[config.mk]
export PLATFORM = sky130hd
export DESIGN_NAME = pipeline_ctrl
export DESIGN_NICKNAME = d
export VERILOG_FILES = /design/src/rtl/pipeline_ctrl.sv
export SDC_FILE = /design/constraint.sdc
export NUM_CORES = 1
export LEC_CHECK = 0
export CORE_ASPECT_RATIO = 0.8
export CORE_MARGIN = 3
export CORE_UTILIZATION = 34
export DETAILED_ROUTE_END_ITERATION = 6
export PLACE_DENSITY_LB_ADDON = 0.25
export SLEW_MARGIN = 20
export SYNTH_ARGS = -nofsm -noshare
export SYNTH_HDL_FRONTEND = slang
export SYNTH_SLANG_ARGS = --single-unit
[constraint.sdc]
create_clock -name clk -period 2.4 [get_ports clk]
set_input_delay 0.6 -clock clk [delete_from_list [all_inputs] [get_ports clk]]
set_output_delay 0.6 -clock clk [all_outputs]
set_load 0.01 [all_outputs]
[src/rtl/pipeline_ctrl.sv]
// Stall/flush sequencer for the 5-stage RV32 pipeline: per-register enables and flushes,
// plus saturating stall/flush performance counters.
module pipeline_ctrl #(
   parameter int REDIRECT_BUBBLES = 1,
   parameter int CNT_W            = 32
) (
   input  logic             clk,
   input  logic             rst_n,
   input  logic             load_use,
   input  logic             redirect,
   input  logic             trap_req,
   input  logic             dmem_req,
   input  logic             dmem_ready,
   output logic             pc_en,
   output logic             if_id_en,
   output logic             id_ex_en,
   output logic             ex_mem_en,
   output logic             mem_wb_en,
   output logic             if_id_flush,
   output logic             id_ex_flush,
   output logic             ex_mem_flush,
   output logic [1:0]       state,
   output logic [CNT_W-1:0] stall_cnt,
   output logic [CNT_W-1:0] flush_cnt
);

   typedef enum logic [1:0] {
      RUN   = 2'd0,
      FLUSH = 2'd1,
      TRAP  = 2'd2
   } state_t;

   localparam int         BCNT_INIT_I = (REDIRECT_BUBBLES > 0) ? REDIRECT_BUBBLES - 1 : 0;
   localparam logic [1:0] BCNT_INIT   = 2'(BCNT_INIT_I);
   localparam state_t     AFTER_KILL  = (REDIRECT_BUBBLES > 0) ? FLUSH : RUN;

   state_t           r_state;
   state_t           w_nextState;
   logic [1:0]       r_bcnt;
   logic [1:0]       w_nextBcnt;
   logic             w_memStall;
   logic             w_stallInc;
   logic             w_flushInc;
   logic [CNT_W-1:0] r_stallCnt;
   logic [CNT_W-1:0] r_flushCnt;

   assign w_memStall = dmem_req & ~dmem_ready;

   // A memory stall freezes everything, including any pending redirect/trap sequence.
   always_comb begin
      pc_en        = 1'b1;
      if_id_en     = 1'b1;
      id_ex_en     = 1'b1;
      ex_mem_en    = 1'b1;
      mem_wb_en    = 1'b1;
      if_id_flush  = 1'b0;
      id_ex_flush  = 1'b0;
      ex_mem_flush = 1'b0;
      w_nextState  = r_state;
      w_nextBcnt   = r_bcnt;
      w_stallInc   = 1'b0;
      w_flushInc   = 1'b0;
      if (!rst_n) begin
         pc_en        = 1'b0;
         if_id_en     = 1'b0;
         id_ex_en     = 1'b0;
         ex_mem_en    = 1'b0;
         mem_wb_en    = 1'b0;
         if_id_flush  = 1'b1;
         id_ex_flush  = 1'b1;
         ex_mem_flush = 1'b1;
      end else if (w_memStall) begin
         pc_en      = 1'b0;
         if_id_en   = 1'b0;
         id_ex_en   = 1'b0;
         ex_mem_en  = 1'b0;
         mem_wb_en  = 1'b0;
         w_stallInc = 1'b1;
      end else if (trap_req) begin
         if_id_flush  = 1'b1;
         id_ex_flush  = 1'b1;
         ex_mem_flush = 1'b1;
         w_flushInc   = 1'b1;
         w_nextState  = TRAP;
      end else begin
         unique case (r_state)
            TRAP: begin
               if_id_flush = 1'b1;
               id_ex_flush = 1'b1;
               w_nextState = AFTER_KILL;
               w_nextBcnt  = BCNT_INIT;
            end
            FLUSH, RUN: begin
               if (redirect) begin
                  if_id_flush = 1'b1;
                  id_ex_flush = 1'b1;
                  w_flushInc  = 1'b1;
                  w_nextState = AFTER_KILL;
                  w_nextBcnt  = BCNT_INIT;
               end else if (r_state == FLUSH) begin
                  // IF/ID still holds a stale fetch word from before the redirect.
                  if_id_flush = 1'b1;
                  if (r_bcnt == 2'd0) begin
                     w_nextState = RUN;
                  end else begin
                     w_nextBcnt = r_bcnt - 2'd1;
                  end
               end else if (load_use) begin
                  pc_en       = 1'b0;
                  if_id_en    = 1'b0;
                  id_ex_flush = 1'b1;
                  w_stallInc  = 1'b1;
               end
            end
            default: begin
               w_nextState = RUN;
               w_nextBcnt  = 2'd0;
            end
         endcase
      end
   end

   always_ff @(posedge clk or negedge rst_n) begin
      if (!rst_n) begin
         r_state <= RUN;
         r_bcnt  <= 2'd0;
      end else begin
         r_state <= w_nextState;
         r_bcnt  <= w_nextBcnt;
      end
   end

   // Counters stick at all-ones so long runs never report a small wrapped value.
   always_ff @(posedge clk or negedge rst_n) begin
      if (!rst_n) begin
         r_stallCnt <= '0;
         r_flushCnt <= '0;
      end else begin
         if (w_stallInc && (r_stallCnt != '1)) begin
            r_stallCnt <= r_stallCnt + CNT_W'(1);
         end
         if (w_flushInc && (r_flushCnt != '1)) begin
            r_flushCnt <= r_flushCnt + CNT_W'(1);
         end
      end
   end

   assign state     = r_state;
   assign stall_cnt = r_stallCnt;
   assign flush_cnt = r_flushCnt;

endmodule

==> impl_metrics.csv <==
group,metric,value,unit
worst_setup_path,r2r_slack,0.34,ns
placement,dp_hpwl,6090,um
worst_setup_path,cp.arrival,1.73,ns
timing,max_freq,0.429,GHz
timing,rsz0062_at_grt,"false",
drt,drtIter0Drc,136,
logic_synthesis,syn_inst,325,
drt,drc,0,
clocking,tritoncts,"done",
logic_synthesis,synth_cell_type_count,49,
pwr,cellLeakagePower,2.11,nW
global_routing,grt_remaining_overflow,0,
logic_synthesis,synthFlopType,"dfrtp_1",
timing,whs,0.286,ns
logic_synthesis,synth.most_common_cell,"dfrtp_1",
hold_path,min_path_type,"in -> async",
clocking,clk_pin_slew_worst_paths,0.05,ns
drt,viasPerCell,4.78,
drt,antenna_left,0,
logic_synthesis,synth_fp_nets,335,
cells_and_area,stdcell_area,0.00483,mm2
global_routing,grt_pass1_vias,2595,
worst_setup_path,critPathRequiredTime,1.80,ns
timing,fin_skew,0.00602,ns
run,maxCapViolCount,0,
timing,fin_tns_setup,0,ns
timing,final_max_slew_viol_count,0,
floorplan,io_pins,81,
timing,fin_crit,2.33,ns
logic_synthesis,yosysTopAreaCell,"dfrtp_1",
cells_and_area,syn_to_final_growth,39.9,%
worst_setup_path,worst_setup_path_start_kind,"input port",
clocking,ctsLongestPathBuffers,2,
placement,placed_cells,552,
timing,setup_viol,0,
pwr,finalPower,3.40,mW
timing,slew-limit-headroom,50.4,%
pwr,switching_share,25.1,%
pwr,p_comb_share,14.8,%
timing,fin_ws,0.0681,ns
worst_setup_path,r2r-end,"stall_cnt[13]$_DFFE_PN0P_",
floorplan,die_area,0.0114,mm2
floorplan,die_w,119,um
cells_and_area,drive_gt1_share,16.0,%
worst_setup_path,end_kind,"output pin",
timing,hold_viol_final,0,
worst_setup_path,cp_max_fo,4,
clocking,clock_sinks,68,
global_routing,grt_pass1_wl,13100,um
clocking,clk_latency,0.32,ns
floorplan,die_h,96.1,um
logic_synthesis,synth_area_per_cell,10.6,um2
pwr,powerDensity,705,mW/mm2
pwr,vdd_drop_max,0.533,mV
drt,num_vias,2717,
logic_synthesis,synth_top_area_share,49.3,%
floorplan,initial_core_util,35.3,%
pwr,p_clk_share,44.4,%
logic_synthesis,synthTopCellsByCount,"68 x dfrtp_1, 41 x xnor2_1, 32 x nand2_1, 29 x nand4_1, 24 x nor2_1",
logic_synthesis,yosys_warnings,0,
floorplan,rows,32,
clocking,numCtsBuffers,9,
cells_and_area,diodes,0,
placement,placed_cell_area,0.00450,mm2
cells_and_area,final_util,49.4,%
clocking,htreeDepth,3,
global_routing,antenna_found_initial,0,
cells_and_area,layout.cells.non_filler,568,
logic_synthesis,synth_edf_count,0,
timing,tightest_slew,0.744,ns
worst_setup_path,worstSetupPathType,"in -> out",
placement,globalplace.congestion,0.791,
worst_setup_path,reg2regPathDepth,8,
pwr,pwr-share-seq,40.8,%
global_routing,grt_max_degree,60,
placement,pre_cts_ws,-0.519,ns
worst_setup_path,critical_path.cell_chain,"clkdlybuf4s50_1 > or2_2 > o21ai_1 > o21ai_2 > buf_2",
pwr,p_int,2.55,mW
logic_synthesis,async_reset_ff_share,100,%
clocking,cts_root_buffer,"clkbuf_16",
logic_synthesis,synth.area.top_cells,"dfrtp_1 49%, xnor2_1 10%, nand4_1 5.3%",
floorplan,core_area,0.00977,mm2
worst_setup_path,critPathMaxStageDelay,0.45,ns
timing,post-route-period-util,97.2,%
worst_setup_path,crit_path_top_delay_cell,"clkdlybuf4s50_1",
drt,routed_wl,8000,um
pwr,p_switching,853,uW
global_routing,grt_use_total,14.5,%
cells_and_area,fin_nets,437,
status,outcome,"completed",
placement,numPortBuffers,80,
drt,wire_per_inst,14.1,um
worst_setup_path,rr_startpoint,"stall_cnt[0]$_DFFE_PN0P_",
drt,dr.pass1.iters,4,
logic_synthesis,seq_area_frac_synth,49.3,%
logic_synthesis,ys_ff_latch,68,
logic_synthesis,syn_area,0.00345,mm2
worst max-delay path, delay by kind of cell:
kind,cells,cell delay (ns)
buffers and inverters,2,0.59
AND/OR/NAND/NOR,1,0.32
AO/OA/AOI/OAI,2,0.22
cells in the final DEF, fill, tap and decap left out, types with 9 or more instances in the layout:
master,n
inv_1,11
xor2_1,19
nand3_1,20
buf_2,9
dfrtp_1,68
xnor2_1,41
buf_4,18
nand4_1,29
clkdlybuf4s50_1,69
and3_1,10
nand2_1,31
nor2_1,24
clkbuf_16,9
power groups by stage:
stage | Combinational [mW] | Sequential (mW) | Clock, mW
4_1_cts | 0.512 | 1.39 | 1.55
3_3_place_gp | 0.505 | 1.40 | 0
2_1_floorplan | 0.188 | 1.42 | 0
6_report | 0.503 | 1.39 | 1.51
3_5_place_dp | 0.513 | 1.40 | 0
5_1_grt | 0.550 | 1.40 | 1.61
state kept, by name (all words and copies together) (netlist names):
name	cells
r_bcnt	2
flush_cnt	32
stall_cnt	32
state	2
worst max path at each step:
stage / slack (ns) / depth (start not counted) / startpoint / end
2_1_floorplan: 0.42 / 4 / dmem_req / pc_en
6_report: 0.07 / 5 / redirect / if_id_flush
3_3_place_gp: -0.50 / 6 / dmem_req / if_id_flush
4_1_cts: 0.009 / 5 / redirect / if_id_flush
3_5_place_dp: -0.52 / 6 / dmem_req / id_ex_flush
5_1_grt: 0.008 / 5 / redirect / if_id_flush
timing repair:
item | CTS | global route
gates resized for setup | 41 | 2
endpoints found under the setup margin | 8 | 4
hold buffers | 0 | 0
buffers inserted | 0 | 0
pin swaps | 1 | 0
hold endpoints to repair | 0 | 0
cell type report:
type | count | area (um2)
sequential | 68 | 1700
tap | 136 | 170
multi-input combinational | 239 | 1670
clock buffer | 9 | 225
clock inverter | 7 | 124
timing repair buffer | 98 | 892
inverter | 11 | 41.3
fill | 972 | 4940
cell families (layout without fill, tap and decap cells):
logic type	after synthesis	in the layout	synth area share (%)
simple gates	153	153	25.7
flops	68	68	49.3
xor+xnor	60	60	15.2
compound gates	19	19	4.53
buf+inv	18	125	2.76
mux	4	4	1.38
fa+ha+maj	3	3	1.09
layer usage:
layer	up-vias	global-route usage, %	routed length [um]
met2	60	20.7	3490
met1	1315	21.1	4090
met4	0	3.76	40
met3	2	4.76	373
li1	1340	-	-
met5	-	0	0
Power figures use the tool's default switching activity.
